### src/rtl/mod_74x161_counter.sv
// 74x161-style synchronous binary counter: async clear, synchronous load,
// ENP/ENT count enables and a combinational ripple-carry output for cascading.
module mod_74x161_counter #(
    parameter int WIDTH = 4
) (
    input  logic             CLK,
    input  logic             CLR,
    input  logic             LOAD,
    input  logic             ENP,
    input  logic             ENT,
    input  logic [WIDTH-1:0] D,
    output logic [WIDTH-1:0] Q,
    output logic             RCO
);

    localparam logic [WIDTH-1:0] ONE = WIDTH'(1);

    logic [WIDTH-1:0] count_q;
    logic [WIDTH-1:0] count_d;

    // Load beats counting; both enables must be high to advance.
    always_comb begin
        // NOTE: default assignment first so every path drives count_d and no latch is inferred.
        count_d = count_q;
        if (LOAD) begin
            count_d = D;
        end else if (ENP && ENT) begin
            count_d = count_q + ONE;
        end
    end

    always_ff @(posedge CLK or posedge CLR) begin
        // NOTE: non-blocking assignment for state so all flops update together at the edge.
        if (CLR) begin
            count_q <= '0;
        end else begin
            count_q <= count_d;
        end
    end

    assign Q = count_q;

    // Only Q and ENT feed RCO, so there is no direct CLK path into the carry chain.
    assign RCO = ENT && (count_q == '1);

endmodule

### config.mk
export PLATFORM = sky130hd
export DESIGN_NAME = mod_74x161_counter
export DESIGN_NICKNAME = d
export VERILOG_FILES = /design/src/rtl/mod_74x161_counter.sv
export SDC_FILE = /design/constraint.sdc
export NUM_CORES = 1
export LEC_CHECK = 0
export CAP_MARGIN = 20
export CELL_PAD_IN_SITES_DETAIL_PLACEMENT = 2
export CELL_PAD_IN_SITES_GLOBAL_PLACEMENT = 2
export CORE_MARGIN = 2
export CORE_UTILIZATION = 16
export CTS_BUF_LIST = sky130_fd_sc_hd__clkbuf_4 sky130_fd_sc_hd__clkbuf_8
export CTS_CLUSTER_DIAMETER = 150
export CTS_CLUSTER_SIZE = 25
export DETAILED_ROUTE_END_ITERATION = 12
export PLACE_DENSITY_LB_ADDON = 0.1
export SYNTH_ARGS = -nofsm -noshare
export SYNTH_HDL_FRONTEND = slang
export SYNTH_SLANG_ARGS = --single-unit
### constraint.sdc
create_clock -name CLK -period 0.9 [get_ports CLK]
set_input_delay 0.09 -clock CLK [delete_from_list [all_inputs] [get_ports CLK]]
set_output_delay 0.09 -clock CLK [all_outputs]
set_load 0.05 [all_outputs]
Word level (Yosys, flattened, before mapping):

Cells that the tools add are included.

* $add $sub $neg: 1
* equality and inequality tests: 1
* mux-type cells: 2
* reductions and logical operators: 3

Operators by type and width (number)
* 4-bit 2-to-1 mux: 2
* 4-bit by 1-bit adder with 4-bit output (second input constant): 1
* 4-bit equality test (second input constant): 1
* 1-bit logical AND: 2
* 2-bit nonzero test: 1

* bits in registers: 4
* input port bits: 9
* word-level logic and storage cells: 8

Longest topological paths before layout:

* word-level depth: 3
* gate-level depth with buffers: 4
* mapped depth without buffers: 4

Least setup slack after synthesis:

Ideal clock, no wire load.

* path kind: register to output
* start point: register count_q[0] (netlist: Q[0])
* end point: output RCO
* arrival time: 1291 ps
* required time: 810 ps
* setup slack: -481 ps
* stages on the path, launching flop included: 3
* path buffers: 0
* cells stage by stage: dfrtp_1 > ha_1 > and4_2

* longest elaborated chain between the ends: 2

Ends and longest elaborated chain
* start, declared: line 18 `logic [WIDTH-1:0] count_q;`
* start signal, assigned: line 37 `count_q <= count_d;`
* 4-bit equality test: line 44 `assign RCO = ENT && (count_q == '1);`
* 1-bit logical AND: line 44
* end, declared: line 13 `output logic RCO`

Every way passes these cells.

Final worst setup path:

Ends and elaborated chain as after synthesis.

==> flow_metrics.py <==
metrics = {
    "pwr": {
        "pwr-share-clk": 0.257,
        "p_comb_frac": 0.481,
        "max-vdd-ir-drop_mv": 0.920,
        "power_uw": 859,
        "power.density_nw_per_um2": 1440,
        "pwr-share-seq": 0.262,
        "swShare": 0.318,
        "leakagePower_nw": 0.264,
        "p_switching_uw": 273,
        "internal_power_uw": 586,
    },
    "detailed_routing": {
        "dr.pass1.iters": 1,
        "drcViolationCount": 0,
        "drtIter0Drc": 0,
        "routed_via_density": 4.12,
        "drt-total-wl_um": 875,
        "ant_nets": 0,
        "vias": 284,
        "post_drt_wl_per_cell_um": 12.7,
    },
    "clock_network": {
        "htreeDepth": 1,
        "cts_hold_buf": 0,
        "numClockSinks": 4,
        "cts_buffer_depth": 2,
        "clk_latency_ns": 0.23,
        "clkTransAtPathRegs_ns": 0.04,
        "cts-buffers-inserted": 3,
        "root_buffer": "clkbuf_4",
        "cts_tree": "built",
    },
    "critical_path": {
        "cp_num_buf_inv": 1,
        "crit_arrival_ns": 1.10,
        "cpPeakStageDelay_ns": 0.42,
        "worst_setup_path_end_kind": "output pin",
        "worstPathRequired_ns": 0.81,
        "crit_slowest_cell": "dfrtp_2",
        "cp_top_family": "flip-flops",
        "path_class": "register to output pin",
        "cp_max_fo": 2,
        "path_cells": "ha_4 -> and4_4 -> buf_12",
        "start_kind": "register",
    },
    "timing": {
        "finalCritPeriodShare": 1.32,
        "grt_setup_unrepaired": "true",
        "relSlewSlack": 0.876,
        "fin_setup_tns_ns": -1.75,
        "fin_ws_ns": -0.287,
        "finalHoldViolCount": 0,
        "fmax_mhz": 842,
        "slew_viol_final": 0,
        "worst_pin_slew_ns": 0.184,
        "setup_violations": 9,
        "period_needed_ns": 1.19,
        "finalClockSkew_ns": 0.00655,
    },
    "grt": {
        "globalRouteTotalUtil": 0.135,
        "grt_pass1_wl_mm": 1.39,
        "grt_max_degree": 7,
        "grt_antenna_before_repair": 0,
        "grt_pass1_vias": 316,
        "grt-ovfl-total": 0,
    },
    "yosys": {
        "synthesis.nets": 34,
        "synth_seq_cells": 4,
        "syn-cell-area_um2": 221,
        "synth_area_leaders": "dfrtp_1 (45%), o21ai_0 (9.0%), xor2_1 (7.9%)",
        "avgSynthCellArea_um2": 9.23,
        "synthCells": 24,
        "ys_warn_count": 0,
        "synth_cell_types": 13,
        "synth_top_cell_by_area": "dfrtp_1",
        "synth_top_area_share": 0.452,
        "yosysSeqAreaShare": 0.452,
    },
    "floorplanning": {
        "fp-row-count": 13,
        "core_um2": 1300,
        "start_util": 0.170,
        "die_h_um": 41.2,
        "ios": 14,
        "dieArea_um2": 1700,
        "die_w_um": 41.2,
    },
    "finish": {
        "fin_cells": 69,
        "mostFrequentLayoutCells": "buf_4 (11), clkdlybuf4s50_1 (8), buf_12 (5)",
        "finish.utilization": 0.458,
        "largest_reg_flops": 4,
        "drive_gt1_frac": 0.593,
        "area_growth_pct": 169,
        "fin_nets": 66,
        "final_common_cell": "buf_4",
        "n_antenna_cell": 0,
    },
    "placement": {
        "globalplace.congestion": 0.715,
        "port_buffers": 13,
        "dp_cells": 61,
        "dp_hpwl_um": 645,
        "dp_slack_ns": -0.329,
    },
    "min_path": {
        "hold_class": "input port to asynchronous set/reset pin",
    },
    "status": {
        "violations": "setup timing",
        "status": "finished with violations",
    },
    "run": {
        "cap_violations": 0,
    },
}
==> worst reg2reg max path, stage by stage (launching register included) <==
cell     delay [ns]
dfrtp_2        0.38
buf_4          0.14
nand3_2        0.08
or3_1          0.31
a31oi_1        0.13
==> what timing repair did <==
item | 4_1_cts | 5_1_grt
setup buffers | 5 | 0
endpoints found under the setup margin | 9 | 9
pin swaps | 4 | 1
resized for setup | 4 | 0
endpoints found under the hold margin | 0 | 0
==> layer usage <==
layer	track usage	vias to the layer above	routed length [um]
met3	0.0815	0	49
li1	-	145	-
met1	0.140	130	332
met5	0	-	0
met2	0.246	9	493
met4	0	0	0
==> worst paths after layout <==
| path | start | end | slack, ns | cells after the start |
|---|---|---|---|---|
| setup reg to reg | Q[0] | Q[3] | -0.21 | 4 |
| setup / recovery | Q[0] | RCO | -0.29 | 3 |
| hold reg to reg | Q[3] | Q[3] | 0.56 | 2 |
| max in group asynchronous | CLR | Q[1] | 0.67 | 2 |
| hold / removal | CLR | Q[2] | 0.05 | 2 |
| min in group CLK | D[0] | Q[0] | 0.41 | 3 |
==> power groups by stage <==
stage | logic (mW) | clock network (mW) | registers [mW]
3_3_place_gp | 0.347 | 0 | 0.231
4_1_cts | 0.418 | 0.231 | 0.224
3_5_place_dp | 0.357 | 0 | 0.232
6_report | 0.413 | 0.221 | 0.225
5_1_grt | 0.438 | 0.239 | 0.228
2_1_floorplan | 0.0586 | 0 | 0.307
==> area by class of cell <==
class	instances	area (um2)
Multi-Input combinational cell	18	145
Fill cell	145	706
Tap cell	15	18.8
Inverter	2	7.51
Clock buffer	3	22.5
Sequential cell	4	105
Timing Repair Buffer	27	297
==> cells by family (layout without fill, tap and decap cells) <==
logic type,count (synthesis),after routing,synth area share
and+or+nand+nor,9,9,0.215
AOI/OAI and AO/OA,5,5,0.119
DFF,4,4,0.452
xor gates and xnor gates,2,2,0.0791
buffers and inverters,2,32,0.0339
adders and majority gates,1,1,0.0565
muxes,1,1,0.0452
==> cell usage after synthesis (all sizes together) <==
library cell  count
ha                1
dfrtp             4
inv               2
xor2              2
a31oi             1
nand2             4
o21ai             4
and4              1
nand3             2
nor2              1
or3               1
mux2i             1
==> per-stage QoR <==
step / hold WS [ns] / cell area [um2]
CTS: 0.0495 / 596
finish: 0.0521 / 596
global placement: 0.290 / 517
detailed placement: 0.299 / 517
floorplan: -0.144 / 250
global route: 0.0728 / 596
Note: power is estimated with default switching activity, not from simulation.
